### src/rtl/simd_add_arbiter_if.sv
`default_nettype none
// ============================================================================
// Module      : simd_add_arbiter_if
// Description : Requester-side bundle for the shared SIMD adder arbiter.
//               Carries the per-requester operand handshake (req_*) and the
//               per-requester result handshake (rsp_*). Operand buses hold
//               requester i at slice i; rsp_z is shared and is qualified by
//               the one-hot rsp_valid.
//   master : requester side (drives req_valid/req_a/req_b/rsp_ready)
//   slave  : arbiter side   (drives req_ready/rsp_valid/rsp_z)
// Revision    : 1.0 - initial release
// ============================================================================
interface simd_add_arbiter_if #(
    parameter int NUM_REQ = 4,
    parameter int LANE_W  = 10
);
    logic [NUM_REQ-1:0]          req_valid;
    logic [NUM_REQ-1:0]          req_ready;
    logic [NUM_REQ*4*LANE_W-1:0] req_a;
    logic [NUM_REQ*4*LANE_W-1:0] req_b;
    logic [NUM_REQ-1:0]          rsp_valid;
    logic [NUM_REQ-1:0]          rsp_ready;
    logic [4*LANE_W-1:0]         rsp_z;

    modport master (
        output req_valid, req_a, req_b, rsp_ready,
        input  req_ready, rsp_valid, rsp_z
    );

    modport slave (
        input  req_valid, req_a, req_b, rsp_ready,
        output req_ready, rsp_valid, rsp_z
    );
endinterface
`default_nettype wire

### src/rtl/simd_add_arbiter.sv
`default_nettype none
// ============================================================================
// Module      : simd_add_arbiter
// Description : Round-robin arbiter/sequencer sharing one 4-lane SIMD adder
//               (fixed LATENCY start-to-done, clock-enable stall) among
//               NUM_REQ requesters. A tag pipeline tracks the requester ID of
//               every in-flight operation so each result is steered back to
//               its issuer; an unaccepted result freezes the whole pipeline
//               (adder included) through add_ce.
// Ports       :
//   ap_clk, ap_rst_n  clock / synchronous active-low reset
//   issue_en          1 = grants allowed, 0 = drain only
//   rq (slave)        requester operand + result handshakes
//   add_rst/ce/start  adder control (add_rst = ~ap_rst_n)
//   add_a, add_b      adder operands (zero when nothing is granted)
//   add_done, add_z   adder result
//   busy              any operation in flight
//   err_sync          sticky: add_done disagreed with tag pipeline output
// Revision    : 1.0 - initial release
// ============================================================================
module simd_add_arbiter #(
    parameter int NUM_REQ = 4,
    parameter int LANE_W  = 10,
    parameter int LATENCY = 2
) (
    input  wire                   ap_clk,
    input  wire                   ap_rst_n,
    input  wire                   issue_en,
    simd_add_arbiter_if.slave     rq,
    output logic                  add_rst,
    output logic                  add_ce,
    output logic                  add_start,
    output logic [4*LANE_W-1:0]   add_a,
    output logic [4*LANE_W-1:0]   add_b,
    input  wire                   add_done,
    input  wire  [4*LANE_W-1:0]   add_z,
    output logic                  busy,
    output logic                  err_sync
);
    localparam int c_DW   = 4 * LANE_W;
    localparam int c_ID_W = (NUM_REQ > 1) ? $clog2(NUM_REQ) : 1;

    // Tag pipeline: stage k mirrors adder pipeline position k
    logic [LATENCY-1:0] r_stg_vld;
    logic [c_ID_W-1:0]  r_stg_id [LATENCY];
    logic [c_ID_W-1:0]  r_last_grant;
    logic               r_err_sync;

    logic               w_out_vld;
    logic [c_ID_W-1:0]  w_out_id;
    logic               w_stall;
    logic               w_gnt_found;
    logic [c_ID_W-1:0]  w_gnt_id;
    logic               w_grant;

    assign w_out_vld = r_stg_vld[LATENCY-1];
    assign w_out_id  = r_stg_id[LATENCY-1];

    // Output stage holding a result its owner will not take this cycle
    assign w_stall   = w_out_vld & ~rq.rsp_ready[w_out_id];

    assign add_rst   = ~ap_rst_n;
    // Forced high in reset so the adder's own reset is always clocked in
    assign add_ce    = ~ap_rst_n | ~w_stall;
    assign busy      = ap_rst_n & (|r_stg_vld);
    assign err_sync  = r_err_sync;
    assign rq.rsp_z  = add_z;

    // Round-robin search: first pass looks strictly above last_grant,
    // second pass wraps around to requesters at or below it.
    always_comb begin
        w_gnt_found = 1'b0;
        w_gnt_id    = '0;
        for (int i = 0; i < NUM_REQ; i++) begin
            if (!w_gnt_found && rq.req_valid[i] && (c_ID_W'(i) > r_last_grant)) begin
                w_gnt_found = 1'b1;
                w_gnt_id    = c_ID_W'(i);
            end
        end
        for (int i = 0; i < NUM_REQ; i++) begin
            if (!w_gnt_found && rq.req_valid[i] && (c_ID_W'(i) <= r_last_grant)) begin
                w_gnt_found = 1'b1;
                w_gnt_id    = c_ID_W'(i);
            end
        end
    end

    assign w_grant   = ap_rst_n & add_ce & issue_en & w_gnt_found;
    assign add_start = w_grant;

    // Grant one-hot, operand routing and response steering
    always_comb begin
        rq.req_ready = '0;
        rq.rsp_valid = '0;
        add_a        = '0;
        add_b        = '0;
        for (int i = 0; i < NUM_REQ; i++) begin
            if (w_grant && (w_gnt_id == c_ID_W'(i))) begin
                rq.req_ready[i] = 1'b1;
                add_a           = rq.req_a[i*c_DW +: c_DW];
                add_b           = rq.req_b[i*c_DW +: c_DW];
            end
            if (ap_rst_n && w_out_vld && (w_out_id == c_ID_W'(i))) begin
                rq.rsp_valid[i] = 1'b1;
            end
        end
    end

    // Tag pipeline advances in lock-step with the adder clock enable
    always_ff @(posedge ap_clk) begin
        if (!ap_rst_n) begin
            for (int k = 0; k < LATENCY; k++) begin
                r_stg_vld[k] <= 1'b0;
                r_stg_id[k]  <= '0;
            end
        end else if (add_ce) begin
            r_stg_vld[0] <= w_grant;
            r_stg_id[0]  <= w_gnt_id;
            for (int k = 1; k < LATENCY; k++) begin
                r_stg_vld[k] <= r_stg_vld[k-1];
                r_stg_id[k]  <= r_stg_id[k-1];
            end
        end
    end

    // Arbitration pointer; reset value makes requester 0 win first
    always_ff @(posedge ap_clk) begin
        if (!ap_rst_n) begin
            r_last_grant <= c_ID_W'(NUM_REQ - 1);
        end else if (w_grant) begin
            r_last_grant <= w_gnt_id;
        end
    end

    // Checked every cycle, stalls included: a frozen adder must keep
    // add_done asserted while the output stage holds a valid tag.
    always_ff @(posedge ap_clk) begin
        if (!ap_rst_n) begin
            r_err_sync <= 1'b0;
        end else if (add_done != w_out_vld) begin
            r_err_sync <= 1'b1;
        end
    end
endmodule
`default_nettype wire

### src/flat_wrapper.sv
// flat-port wrapper written by rule: the top's interface ports become plain ports
module simd_add_arbiter_flat 
#(
    parameter int NUM_REQ = 4,
    parameter int LANE_W  = 10,
    parameter int LATENCY = 2
)
  (ap_clk, ap_rst_n, issue_en, add_rst, add_ce, add_start, add_a, add_b, add_done, add_z, busy, err_sync, rq_req_valid, rq_req_a, rq_req_b, rq_rsp_ready, rq_req_ready, rq_rsp_valid, rq_rsp_z);
  simd_add_arbiter_if #(.NUM_REQ(NUM_REQ), .LANE_W(LANE_W)) rq_i ();
  input  wire ap_clk;
  input  wire ap_rst_n;
  input  wire issue_en;
  output logic add_rst;
  output logic add_ce;
  output logic add_start;
  output logic [4*LANE_W-1:0] add_a;
  output logic [4*LANE_W-1:0] add_b;
  input  wire add_done;
  input  wire  [4*LANE_W-1:0] add_z;
  output logic busy;
  output logic err_sync;
  input wire logic [$bits(rq_i.req_valid)-1:0] rq_req_valid;
  input wire logic [$bits(rq_i.req_a)-1:0] rq_req_a;
  input wire logic [$bits(rq_i.req_b)-1:0] rq_req_b;
  input wire logic [$bits(rq_i.rsp_ready)-1:0] rq_rsp_ready;
  output wire logic [$bits(rq_i.req_ready)-1:0] rq_req_ready;
  output wire logic [$bits(rq_i.rsp_valid)-1:0] rq_rsp_valid;
  output wire logic [$bits(rq_i.rsp_z)-1:0] rq_rsp_z;
  assign rq_i.req_valid = rq_req_valid;
  assign rq_i.req_a = rq_req_a;
  assign rq_i.req_b = rq_req_b;
  assign rq_i.rsp_ready = rq_rsp_ready;
  assign rq_req_ready = rq_i.req_ready;
  assign rq_rsp_valid = rq_i.rsp_valid;
  assign rq_rsp_z = rq_i.rsp_z;
  simd_add_arbiter #(.NUM_REQ(NUM_REQ), .LANE_W(LANE_W), .LATENCY(LATENCY)) u_core (.ap_clk(ap_clk), .ap_rst_n(ap_rst_n), .issue_en(issue_en), .rq(rq_i), .add_rst(add_rst), .add_ce(add_ce), .add_start(add_start), .add_a(add_a), .add_b(add_b), .add_done(add_done), .add_z(add_z), .busy(busy), .err_sync(err_sync));
endmodule
### config.mk
export PLATFORM = sky130hd
export DESIGN_NAME = simd_add_arbiter_flat
export DESIGN_NICKNAME = d
export VERILOG_FILES = /design/src/rtl/simd_add_arbiter_if.sv /design/src/rtl/simd_add_arbiter.sv /design/src/flat_wrapper.sv
export SDC_FILE = /design/constraint.sdc
export NUM_CORES = 1
export LEC_CHECK = 0
export CELL_PAD_IN_SITES_DETAIL_PLACEMENT = 0
export CELL_PAD_IN_SITES_GLOBAL_PLACEMENT = 1
export CORE_AREA = 3 3 194 196
export CTS_BUF_LIST = sky130_fd_sc_hd__clkbuf_8
export DETAILED_ROUTE_END_ITERATION = 8
export DIE_AREA = 0 0 197 199
export PLACE_DENSITY = 0.56
export SLEW_MARGIN = 15
export SYNTH_ARGS = -nofsm -noshare
export SYNTH_HDL_FRONTEND = slang
export SYNTH_SLANG_ARGS = --single-unit
### constraint.sdc
create_clock -name ap_clk -period 2.95 [get_ports ap_clk]
set_input_delay 0.59 -clock ap_clk [delete_from_list [all_inputs] [get_ports ap_clk]]
set_output_delay 0.59 -clock ap_clk [all_outputs]
set_load 0.02 [all_outputs]
Word-level counts from Yosys, hierarchy flattened --
Memory sizes are Yosys's and may differ from the RTL's. Index checks and enable logic that the tools add are counted.
Operators by class: equal/unequal tests 7, divide/modulo/power cells 0, $add $sub $neg 0, reduce and logical (&&, ||, !) cells 34, mux-type cells 39, multipliers 0, order comparisons 9, shift operators 0, bitwise gates (word level) 11
Operators by type and width (number):
- two-way mux 40 bit | 8
- logical AND 1 bit | 24
- two-way mux 1 bit | 22
- two-way mux 2 bit | 8
- == test 2 bit (second input constant) | 4
- zero test 1 bit | 7
- bitwise AND 1 bit | 5
- == test 2 x 1 -> 1 bit (second input constant) | 2
- > comparator 1 x 2 -> 1 bit (first input constant) | 2
- > comparator 2 bit (first input constant) | 2
- <= comparator 1 x 2 -> 1 bit (first input constant) | 2
- <= comparator 2 bit (first input constant) | 2
- zero test 2 bit | 2
- less-than comparator 2 x 3 -> 1 bit (second input constant) | 1
- inverter 1 bit | 3
- OR 1 bit | 3
- binary-select mux 1 bit (select 2 bit) | 1
- OR reduction 2 bit | 1
- inequality test 1 bit | 1
Storage, ports and cells: flip-flop bits (word level) 5, output and inout bits 133, latch bits 0, ROM bits 0, logic and storage cells 104, RAM bits 4, memories kept 1, input bits 372
Memories:
- u_core.r_stg_id | words 2, width 2, read ports 2, clocked after Yosys merged registers in 0, wr ports 2, line simd_add_arbiter.sv:45 | logic [c_ID_W-1:0] r_stg_id [LATENCY];

Longest topological paths before layout --
depth after elaboration 37, depth in mapped cells 8, mapped depth without buffers 5

Least setup slack after synthesis --
No wires, ideal clock.
path kind in2out, start point input port rq_req_valid[3], end point output port add_a[10], buffers on the path 2, cell stages on the path 7, slack 0.284 ns, required time 2.360 ns, arrival 2.076 ns, path through nor2b_1 nor3_1 a211o_1 or3_1 buf_6 buf_6 o22ai_1
On the way: word-level cells in the longest chain between the ends 25, elaborated cells on any way between the ends 37, those cells by class eq/ne (3); mux (14); bitwise (1); reduce/logical (19)
Ends and longest elaborated chain:
- from (decl) | line flat_wrapper.sv:22 | input wire logic [$bits(rq_i.req_valid)-1:0] rq_req_valid;
- logical AND 1 bit (2 in a row) | line simd_add_arbiter.sv:75 | if (!w_gnt_found && rq.req_valid[i] && (c_ID_W'(i) > r_last_grant)) begin
- two-way mux 1 bit | line simd_add_arbiter.sv:75
- zero test 1 bit | line simd_add_arbiter.sv:81 | if (!w_gnt_found && rq.req_valid[i] && (c_ID_W'(i) <= r_last_grant)) begin
- logical AND 1 bit (2 in a row) | line simd_add_arbiter.sv:81
- two-way mux 1 bit | line simd_add_arbiter.sv:81
- zero test 1 bit | line simd_add_arbiter.sv:81
- logical AND 1 bit (2 in a row) | line simd_add_arbiter.sv:81
- two-way mux 1 bit | line simd_add_arbiter.sv:81
- [3 not listed]
- two-way mux 1 bit | line simd_add_arbiter.sv:81
- zero test 1 bit | line simd_add_arbiter.sv:81
- logical AND 1 bit (2 in a row) | line simd_add_arbiter.sv:81
- two-way mux 1 bit or two-way mux 2 bit (tied branches) | line simd_add_arbiter.sv:81
- bitwise AND 1 bit or zero test 2 bit (tied branches) | line simd_add_arbiter.sv:88, simd_add_arbiter.sv:98
- logical AND 1 bit | line simd_add_arbiter.sv:98 | if (w_grant && (w_gnt_id == c_ID_W'(i))) begin
- two-way mux 40 bit (3 in a row) | line simd_add_arbiter.sv:98
- two-way mux 40 bit * | line simd_add_arbiter.sv:98
- to (decl) | line flat_wrapper.sv:16 | output logic [4*LANE_W-1:0] add_a;
Every way passes the cells marked *; elsewhere a longest branch is shown, timed or not.

Worst setup path after layout --
start point input port rq_req_valid[2], end point output port add_a[22]
On the way: word-level cells in the longest chain between the ends 29, elaborated cells on any way between the ends 42, those cells by class eq/ne (3); mux (16); bitwise (1); reduce/logical (22)
Ends and longest elaborated chain (line):
- logical AND 1 bit (2 in a row) | simd_add_arbiter.sv:75
- two-way mux 1 bit | simd_add_arbiter.sv:75
- zero test 1 bit | simd_add_arbiter.sv:75
- logical AND 1 bit (2 in a row) | simd_add_arbiter.sv:75
- two-way mux 1 bit | simd_add_arbiter.sv:75
- zero test 1 bit | simd_add_arbiter.sv:81
- logical AND 1 bit (2 in a row) | simd_add_arbiter.sv:81
- two-way mux 1 bit | simd_add_arbiter.sv:81
- [7 not listed]
- two-way mux 1 bit | simd_add_arbiter.sv:81
- zero test 1 bit | simd_add_arbiter.sv:81
- logical AND 1 bit (2 in a row) | simd_add_arbiter.sv:81
- two-way mux 1 bit or two-way mux 2 bit (tied branches) | simd_add_arbiter.sv:81
- bitwise AND 1 bit or zero test 2 bit (tied branches) | simd_add_arbiter.sv:88, simd_add_arbiter.sv:98
- logical AND 1 bit | simd_add_arbiter.sv:98
- two-way mux 40 bit (3 in a row) | simd_add_arbiter.sv:98
- two-way mux 40 bit * | simd_add_arbiter.sv:98
Marked as above.

==> summary.md <==
| Metric | Value |
|---|---|
| Status | `finished with violations` |
| Violated checks | `setup timing` |
| Fraction of registers with async set/reset | `0%` |
| Starting Density | `8.544%` |
| Largest net degree at the start of global routing | `41` |
| Initial DRC count | `between 100 and 150` |
| Initial antenna violation count | `0` |
| CTS tree | `built` |
| WP buf/inv | `6` |
| Final hold slack | `0.4650 ns` |
| Via/cell ratio | `slightly below 4` |
| CP max stage delay | `around 0.43 ns` |
| Setup-failing EPs final | `6` |
| Avg Inst Size Synth | `about 7.9 sq um` |
| Worst-path clk slew | `~0.040 ns` |
| Count of different cell masters after synthesis | `28` |
| All-Layer GR Usage | `11.21%` |
| Die area | `39,200 sq um` |
| Fin crit period | `~3.0 ns` |
| Most common cell in the synthesized netlist | `mux2i_1` |
| Post-route ant nets | `0` |
| Post-DP HPWL | `roughly 19,000 um` |
| P&R area growth vs syn | `193.4%` |
| Fin crit share | `102.6%` |
| Crit path arrival time | `between 2 and 2.5 ns` |
| Post-synth top area share | `roughly a quarter` |
| Max clock buf depth | `2` |
| Rows | `70` |
| Count of final max-slew check failures | `0` |
| Pleak | `0.003611 uW` |
| Num CTS Buffers | `3` |
| CTS H-Tree Depth | `1` |
| Max Clock Skew | `roughly 0.0043 ns` |
| Synth area leader | `mux2i_1` |
| First-pass GRT wire length | `33,100 um` |
| Final hold vios | `0` |
| Syn nets | `763` |
| # diodes | `0` |
| EDFF count, synth | `4` |
| FF+latch area | `~220 sq um` |
| Setup WS pre-CTS | `-0.7017 ns` |
| Total core area | `36,260 sq um` |
| Final WS setup | `-0.07636 ns` |
| Cell area after synthesis | `between 3000 and 4000 sq um` |
| Die Height | `around 200 um` |
| Worst Setup Path Type | `input pin to primary output` |
| Fin util | `25.07%` |
| Synth top cells by count | `mux2i_1, a22oi_1, o22ai_1, buf_4` |
| Synth area leaders | `mux2i_1, a22oi_1, o22ai_1` |
| Register bit total from synthesis | `9` |
| Crit-path cells | `dlygate4sd2_1 -> nor2_1 -> a211o_1 -> or3_4 -> buf_8 -> buf_16 -> buf_8 -> buf_4 -> o22ai_4 -> buf_6` |
| Hold Buf Count CTS | `0` |
| Vias in the first global route | `between 5,000 and 6,000` |
| Peak supply drop | `approximately 0.13 mV` |
| Worst-margin pin slew | `about 0.34 ns` |
| Finished Layout Cells | `1,297` |
| Register area share after synthesis | `slightly above 7%` |
| GP Congestion | `about 0.76` |
| CP required | `2.36 ns` |
| DRC Markers | `0` |
| Grt ovf | `0` |
| Max_cap viols | `0` |
| Top_reg_cell synth | `dfxtp_1` |
| CP dominant cell by count | `buf_8` |
| Clock Sinks | `9` |
| Share of layout cells above drive strength 1 | `a little under a third` |
| Via count | `about 5,000` |
| Crit end category | `primary output` |
| Worst-Skew Late Latency | `about 0.23 ns` |
| Critical Path Fanout Max | `5` |
| Slowest-stage cell, CP | `or3_4` |
| Detailed Route WL | `approximately 25,000 um` |
| Drt pass-1 iters | `4` |
| Placed insts | `around 1,300` |
| Crit path launch type | `input pin` |
| Wire length per cell | `19.63 um` |
| Root buf cell | `clkbuf_8` |
| Ys Warns | `0` |
| Achievable frequency | `330.4 MHz` |
| Rel. slew slack | `between 70% and 80%` |
| Post-Syn Instances | `~400` |
| # IOs | `505` |
| HP Class | `flip-flop to flip-flop` |
| PortBufs | `between 400 and 500` |
| # nets final | `between 1,000 and 1,500` |
| Chip width | `197 um` |
| Crit-path leading delay family | `buffers and inverters` |
| Pwr/cell area | `about 230 nW/um^2` |
| RSZ-0062 raised after global routing | `true` |
| Fill cell count | `a little under 4,000` |
| Footprint of the multi-input gates | `approximately 2800 sq um` |
[stage by stage]
stage	setup TNS, ns	total power (uW)	area [sq um]
3_3_place_gp	-53.83	1670	7891
3_5_place_dp	-54.15	1667	7891
4_1_cts	-0.6602	1928	8364
2_1_floorplan	0	868.0	3098
5_1_grt	-2.235	2230	9089
6_report	-0.2580	2105	9089
[cells by family after synthesis]
| logic type | count (synthesis) | synth area share (%) |
|---|---|---|
| buffers and inverters | 90 | 20.48 |
| AOI/OAI and AO/OA | 168 | 38.65 |
| muxes | 82 | 26.90 |
| and+or+nand+nor | 41 | 6.583 |
| DFF | 9 | 7.109 |
| xor gates and xnor gates | 1 | 0.2828 |
[path summary, 6_finish.rpt]
kind | slack (ns) | end | start | cells after the start
worst max-delay path | -0.08 | add_a[22] | rq_req_valid[2] | 10
worst min-delay path | 0.46 | u_core.err_sync$_SDFFE_PN0P_ | u_core.err_sync$_SDFFE_PN0P_ | 2
worst max register to register | 0.93 | u_core.r_last_grant[1]$_SDFFE_PN1P_ | u_core.r_stg_id[0][2]$_SDFFCE_PN0P_ | 8
worst min register to register | 0.46 | u_core.err_sync$_SDFFE_PN0P_ | u_core.err_sync$_SDFFE_PN0P_ | 2
[metal layers]
| metal | vias to the layer above | GRT usage, % | share of wire, % |
|---|---|---|---|
| met4 | 0 | 3.326 | 2.7 |
| li1 | 2406 | - | - |
| met2 | 325 | 22.87 | 55 |
| met3 | 34 | 2.117 | 7.8 |
| met5 | - | 0 | 0 |
| met1 | 2386 | 11.45 | 34 |
[state kept, by name, summed over array words and instances (netlist names)]
signal / count
u_core.r_last_grant: 2
u_core.r_stg_vld: 2
u_core.r_stg_id: 4
u_core.err_sync: 1
[what timing repair did]
| action | CTS | global route |
|---|---|---|
| endpoints found under the setup margin | 86 | 84 |
| resized for setup | 427 | 151 |
| gates cloned | 8 | 3 |
| buffers inserted | 24 | 9 |
| pin swaps | 9 | 7 |
[worst min-delay path: stages, from the launching register on]
cell     delay (ns)
dfxtp_1        0.32
nor2_1         0.05
nor2_1         0.07
[layout by cell type, fill, tap and decap left out, drive strengths merged, types with 4 or more instances in the layout]
master           n
and3             4
o21ai            4
o22ai           80
nand2            7
clkbuf          11
nor2b            4
dfxtp            5
edfxtp           4
mux2i           81
clkdlybuf4s50  331
nor2            18
inv              5
a22oi           80
buf            178
[power by group]
part	internal, uW	switching (uW)	total (uW)
Sequential	142	7.04	149
Combinational	1040	776	1820
Clock	90.6	48.9	140
[cell type report]
cell class,instances,share of cell area (%)
Multi-Input combinational cell,292,31.00
Tap cell,468,6.443
Clock buffer,3,0.4543
Sequential cell,9,2.423
Clock inverter,1,0.04130
Timing Repair Buffer,520,59.47
Inverter,4,0.1652
No activity file was read; power rests on OpenSTA's default activity.
==> RTL change 1 (same flow settings) <==
Reset style: asynchronous (`ap_rst_n`), changed in 3 clocked blocks. Comments in the files are not updated.
--- a/src/rtl/simd_add_arbiter.sv
+++ b/src/rtl/simd_add_arbiter.sv
@@ -107,7 +107,7 @@
     end
 
     // Tag pipeline advances in lock-step with the adder clock enable
-    always_ff @(posedge ap_clk) begin
+    always_ff @(posedge ap_clk or negedge ap_rst_n) begin
         if (!ap_rst_n) begin
             for (int k = 0; k < LATENCY; k++) begin
                 r_stg_vld[k] <= 1'b0;
@@ -124,7 +124,7 @@
     end
 
     // Arbitration pointer; reset value makes requester 0 win first
-    always_ff @(posedge ap_clk) begin
+    always_ff @(posedge ap_clk or negedge ap_rst_n) begin
         if (!ap_rst_n) begin
             r_last_grant <= c_ID_W'(NUM_REQ - 1);
         end else if (w_grant) begin
@@ -134,7 +134,7 @@
 
     // Checked every cycle, stalls included: a frozen adder must keep
     // add_done asserted while the output stage holds a valid tag.
-    always_ff @(posedge ap_clk) begin
+    always_ff @(posedge ap_clk or negedge ap_rst_n) begin
         if (!ap_rst_n) begin
             r_err_sync <= 1'b0;
         end else if (add_done != w_out_vld) begin
Behaviour: differs if ap_rst_n is asserted again (counterexample within 4 cycles, from zero or initial values and one cycle with ap_rst_n low); with ap_rst_n held inactive, the same outputs for 10 cycles.
==> RTL change 1 against the original RTL <==
The run still ends with setup timing left. Routed wire length is 25% higher. Worst setup slack gained 0.047 ns. Synthesized area increased by 9.9%. Global-route usage increased by 3.1 points. Sequential cell count unchanged. Maximum frequency up 1.6%. Design area fell by 1.2%. Highest routed layer is now met5.
Power is not compared: it rests on default switching activity, and its combinational part moved more than twofold at a synthesized area within 25%.
==> RTL change 1: results (changes against the original RTL) <==
metric,value,unit,change
outcome,"finished, violations left",,unchanged
violated checks,setup timing,,unchanged
all-layer global routing usage,14.3,%,was 11.2%
first-pass GRT wire length,41700,µm,was 33100 µm
Slowest cell on crit path,dfstp_2,,was or3_4
Setup Skew,0.000991,ns,was 0.00426 ns
hpwl dp,21800,µm,was 18700 µm
"Net count, final",1208,,was 1202
layout filler cell count,3974,,was 3979
maximum fanout along the worst path,7,,was 5
syn nets,779,,was 763
layout cells sized above 1,28.1,%,was 31.1%
"top cells by count, synth","a21o_1, a221o_1, a32o_1",,"was mux2i_1, a22oi_1, o22ai_1"
Total Wirelength,31900,µm,was 25500 µm
Setup-failing EPs final,14,,was 6
wire length on met2,15300,µm,was 14000 µm
Routability Congestion,0.826,,was 0.764
dominant cells by area after synthesis,"a221o_1, a32o_1, a21o_1",,"was mux2i_1, a22oi_1, o22ai_1"
post-place setup slack,-0.889,ns,was -0.702 ns
Vias,5739,,was 5151
crit-path max cell delay,0.61,ns,was 0.43 ns
pin count of the biggest net entering global routing,49,,was 41
post-route setup slack,-0.0290,ns,was -0.0764 ns
hold_sp,u_core.err_sync$_DFFE_PN0P_,,was u_core.err_sync$_SDFFE_PN0P_
"Seq/Total Area, Yosys",6.69,%,was 7.11%
DRT Pass-1 Iters,5,,was 4
R2R Setup Slk,1.01,ns,was 0.93 ns
initial antenna violation count,3,,was 0
Most used DFF post-synth,dfrtp_1,,was dfxtp_1
"Avg Cell Area, Syn",8.36,µm²,was 7.92 µm²
Inst Count DP,1255,,was 1250
Reg2Reg Depth,9,,was 8
Post-Route M1 WL,14200,µm,was 8780 µm
Max Used Layer,met5,,was met4
worst reg2reg path startpoint,u_core.r_last_grant[0]$_DFFE_PN1P_,,was u_core.r_stg_id[0][2]$_SDFFCE_PN0P_
WHS Endpoint,u_core.err_sync$_DFFE_PN0P_,,was u_core.err_sync$_SDFFE_PN0P_
drt initial violations,267,,was 117
RTL change 1: what timing repair did:
item / in CTS / in global routing
cloned: 13 / 6
setup buffers: 24 / 8
pin swaps: 30 / 13
resized for setup: 461 / 36
endpoints found under the setup margin: 85 / 81
RTL change 1: cell families (layout without fill, tap and decap cells):
kind of cell              after synthesis  in the layout  share of synthesized area, %
AOI/OAI and AO/OA                     257            259                          68.3
xor gates and xnor gates                1              1                         0.257
buffers and inverters                 109            535                          19.0
DFF                                     9              9                          6.69
muxes                                   4              4                          1.62
and+or+nand+nor                        27             27                          4.15
RTL change 1: where the power goes:
group / internal, mW / leakage [nW] / switching, mW
Combinational: 2.58 / 3.71 / 2.37
Sequential: 0.182 / 0.102 / 0.0506
Clock: 0.0906 / 0.0269 / 0.0480
Total: 2.85 / 3.84 / 2.47
RTL change 1: worst max path at each step:
stage	startpoint	to	slack [ns]	cells past startpoint
floorplan	rq_req_valid[2]	add_b[13]	0.30	7
global placement	rq_req_valid[0]	add_a[19]	-0.89	9
detailed placement	rq_req_valid[3]	add_b[32]	-0.89	8
CTS	u_core.r_last_grant[0]$_DFFE_PN1P_	add_a[31]	-0.02	10
global route	u_core.r_last_grant[0]$_DFFE_PN1P_	add_a[31]	-0.11	10
finish	u_core.r_last_grant[0]$_DFFE_PN1P_	add_a[26]	-0.03	8
RTL change 1: final cells by class:
class                      count  area [µm²]  share of cell area (%)
multi-input combinational    291        2710                    30.2
sequential                     9         228                    2.54
inverter                       6        22.5                   0.251
clock buffer                   3        41.3                   0.460
clock inverter                 1        3.75                  0.0418
tap                          468         586                    6.52
timing repair buffer         525        5380                    60.0
RTL change 1: per-layer routing:
layer,GRT usage (%),vias to the layer above
met5,0,-
met4,1.82,4
met3,2.30,30
met2,24.3,304
met1,19.7,2816
li1,-,2585
RTL change 1: per-stage QoR:
step,instance area (µm²),hold WS [ns]
floorplan,3400,0.294
global placement,8230,0.468
detailed placement,8230,0.473
CTS,8740,0.487
global route,8980,0.509
finish,8980,0.481
RTL change 1: critical path, delay by kind of cell (launching register included):
kind            cells  cell delay (ns)
compound gates      4             0.97
buf+inv             4             0.58
flops               1             0.61
==> RTL change 2 (config.mk and constraints unchanged) <==
Without the edit above. `NUM_REQ` is set to 4 in 3 places; all go to 2.
--- a/src/rtl/simd_add_arbiter_if.sv
+++ b/src/rtl/simd_add_arbiter_if.sv
@@ -11,7 +11,7 @@
 // Revision    : 1.0 - initial release
 // ============================================================================
 interface simd_add_arbiter_if #(
-    parameter int NUM_REQ = 4,
+    parameter int NUM_REQ = 2,
     parameter int LANE_W  = 10
 );
     logic [NUM_REQ-1:0]          req_valid;
--- a/src/rtl/simd_add_arbiter.sv
+++ b/src/rtl/simd_add_arbiter.sv
@@ -19,7 +19,7 @@
 // Revision    : 1.0 - initial release
 // ============================================================================
 module simd_add_arbiter #(
-    parameter int NUM_REQ = 4,
+    parameter int NUM_REQ = 2,
     parameter int LANE_W  = 10,
     parameter int LATENCY = 2
 ) (
--- a/src/flat_wrapper.sv
+++ b/src/flat_wrapper.sv
@@ -1,7 +1,7 @@
 // flat-port wrapper written by rule: the top's interface ports become plain ports
 module simd_add_arbiter_flat 
 #(
-    parameter int NUM_REQ = 4,
+    parameter int NUM_REQ = 2,
     parameter int LANE_W  = 10,
     parameter int LATENCY = 2
 )
Interface: changed (6 resized); port bits go from 505 to 337. No check against the original RTL was run, so the function may have changed too.
==> RTL change 2 against the original RTL <==
Synthesized area decreased by 43%. Sequential cell count decreased by 3. Routed wire length decreased by 56%. Synthesized cell count decreased by 12%. Design area decreased by 50%. Worst setup slack improved by 0.15 ns. Power decreased by 61%. Critical path type unchanged.
==> RTL change 2: results (changes against the original RTL) <==
metric,value,unit,change
post-place setup slack,-0.265,ns,was -0.702 ns
"Seq/Total Area, Yosys",7.92,%,was 7.11%
mux contribution to synthesized area,0.566,%,was 26.9%
port bufs,256,,was 424
pin count of the biggest net entering global routing,42,,was 41
drt initial violations,57,,was 117
met2 Use GR,9.74,%,was 22.9%
layout cells sized above 1,12.4,%,was 31.1%
all-layer global routing usage,5.01,%,was 11.2%
maximum fanout along the worst path,40,,was 5
wire length on met2,5820,µm,was 14000 µm
CTS root buf,clkbuf_8,,unchanged
first-pass GRT wire length,15700,µm,was 33100 µm
DRT Pass-1 Iters,4,,unchanged
Synth Area in XOR/XNOR,0.495,%,was 0.283%
logic gate share of total power,72.2,%,was 86.3%
WL/cell,10.9,µm,was 19.6 µm
worst hold path type,register to register,,unchanged
Setup-failing EPs final,0,,was 6
placed instance area,0.00470,mm²,was 0.00789 mm²
"top cells by count, synth","nand2_1, a21oi_1, buf_4",,"was mux2i_1, a22oi_1, o22ai_1"
Setup Skew,0.00603,ns,was 0.00426 ns
worst vdd ir,0.0000841,V,was 0.000129 V
Top Registers,"u_core.r_stg_id x2, u_core.r_stg_vld x2",,"was u_core.r_stg_id x4, u_core.r_last_grant x2, u_core.r_stg_vld x2"
CP arrival,2.29,ns,was 2.44 ns
ant diodes,0,,unchanged
total gr overflow,0,,unchanged
Hold Buf Count CTS,0,,unchanged
Num CTS Buffers,3,,unchanged
Async SR Flop Fraction,0,%,unchanged
via/cell ratio,2.88,,was 3.97
post-synthesis cell type count,23,,was 28
clk_lat worst skew,0.23,ns,about the same
P_sw,0.305,mW,was 0.832 mW
Max Used Layer,met4,,unchanged
Routability Congestion,0.678,,was 0.764
vias in the first global route,2920,,was 5364
"EDFF count, synth",2,,was 4
outcome,"complete, no violations",,"was finished, violations left"
met3 GRT Util,1.68,%,was 2.12%
"Net count, final",765,,was 1202
Pleak,1.93,nW,was 3.61 nW
CTS H-Tree Depth,1,,unchanged
hpwl dp,8710,µm,was 18700 µm
"Reg clk slew, reported paths",0.04,ns,about the same
DR WL met3,1170,µm,was 1990 µm
compound-cell area share of the yosys netlist,25.8,%,was 38.7%
Most used DFF post-synth,dfxtp_1,,unchanged
initial antenna violation count,0,,unchanged
Clk pwr share,15.9,%,was 6.6%
Post-Route M1 WL,4080,µm,was 8780 µm
dominant cells by area after synthesis,"nand2_1, a21oi_1, buf_4",,"was mux2i_1, a22oi_1, o22ai_1"
syn nets,552,,was 763
global routing usage on met1,5.23,%,was 11.5%
Least-Margin Pin Slew,0.254,ns,was 0.340 ns
sw frac,37.4,%,was 39.5%
Max-Cap Viols,0,,unchanged
## RTL change 2: cell types whose count changed in the layout (fill, tap and decap cells not counted), sizes merged, moves of 2 or more
cell / delta
nand2: +157
buf: -145
a22oi: -80
clkbuf: +20
mux2i: -80
a21oi: +81
clkdlybuf4s50: -158
clkdlybuf4s15: +12
nor2b: -4
edfxtp: -2
nor2: -12
o22ai: -80
dlygate4sd2: +26
and3: -2
## RTL change 2: stage by stage
step                TNS (ns)  std cells
global placement      -17.09       1017
detailed placement    -15.15       1017
CTS                  -0.0199       1024
finish                     0       1024
floorplan                  0        344
global route               0       1024
## RTL change 2: path summary, 6_finish.rpt
check / from / end / slack [ns] / cells after the start
worst max-delay path: rq_req_valid[1] / add_a[13] / 0.07 / 6
worst min register to register: u_core.err_sync$_SDFFE_PN0P_ / u_core.err_sync$_SDFFE_PN0P_ / 0.48 / 2
worst min-delay path: u_core.err_sync$_SDFFE_PN0P_ / u_core.err_sync$_SDFFE_PN0P_ / 0.48 / 2
worst max register to register: u_core.r_stg_id[0][1]$_SDFFCE_PP0P_ / u_core.r_stg_id[0][0]$_SDFFCE_PP0P_ / 1.53 / 5
## RTL change 2: cell type report
type                       count  area [µm²]
inverter                       3        11.3
clock inverter                 1        3.75
fill                        4276       31700
tap                          468         586
multi-input combinational    267        1180
clock buffer                   3        41.3
sequential                     6         140
timing repair buffer         276        2600
## RTL change 2: critical path: stages
cell and delay [ns]:
clkdlybuf4s50_1 0.50, o21ai_0 0.12, a211o_4 0.38, buf_12 0.19
a21oi_1 0.13, dlygate4sd2_1 0.35
## RTL change 2: timing repair
action	in CTS	in global routing
endpoints found under the setup margin	80	51
pin swaps	1	0
setup buffers	2	0
resized for setup	111	71
gates cloned	1	0
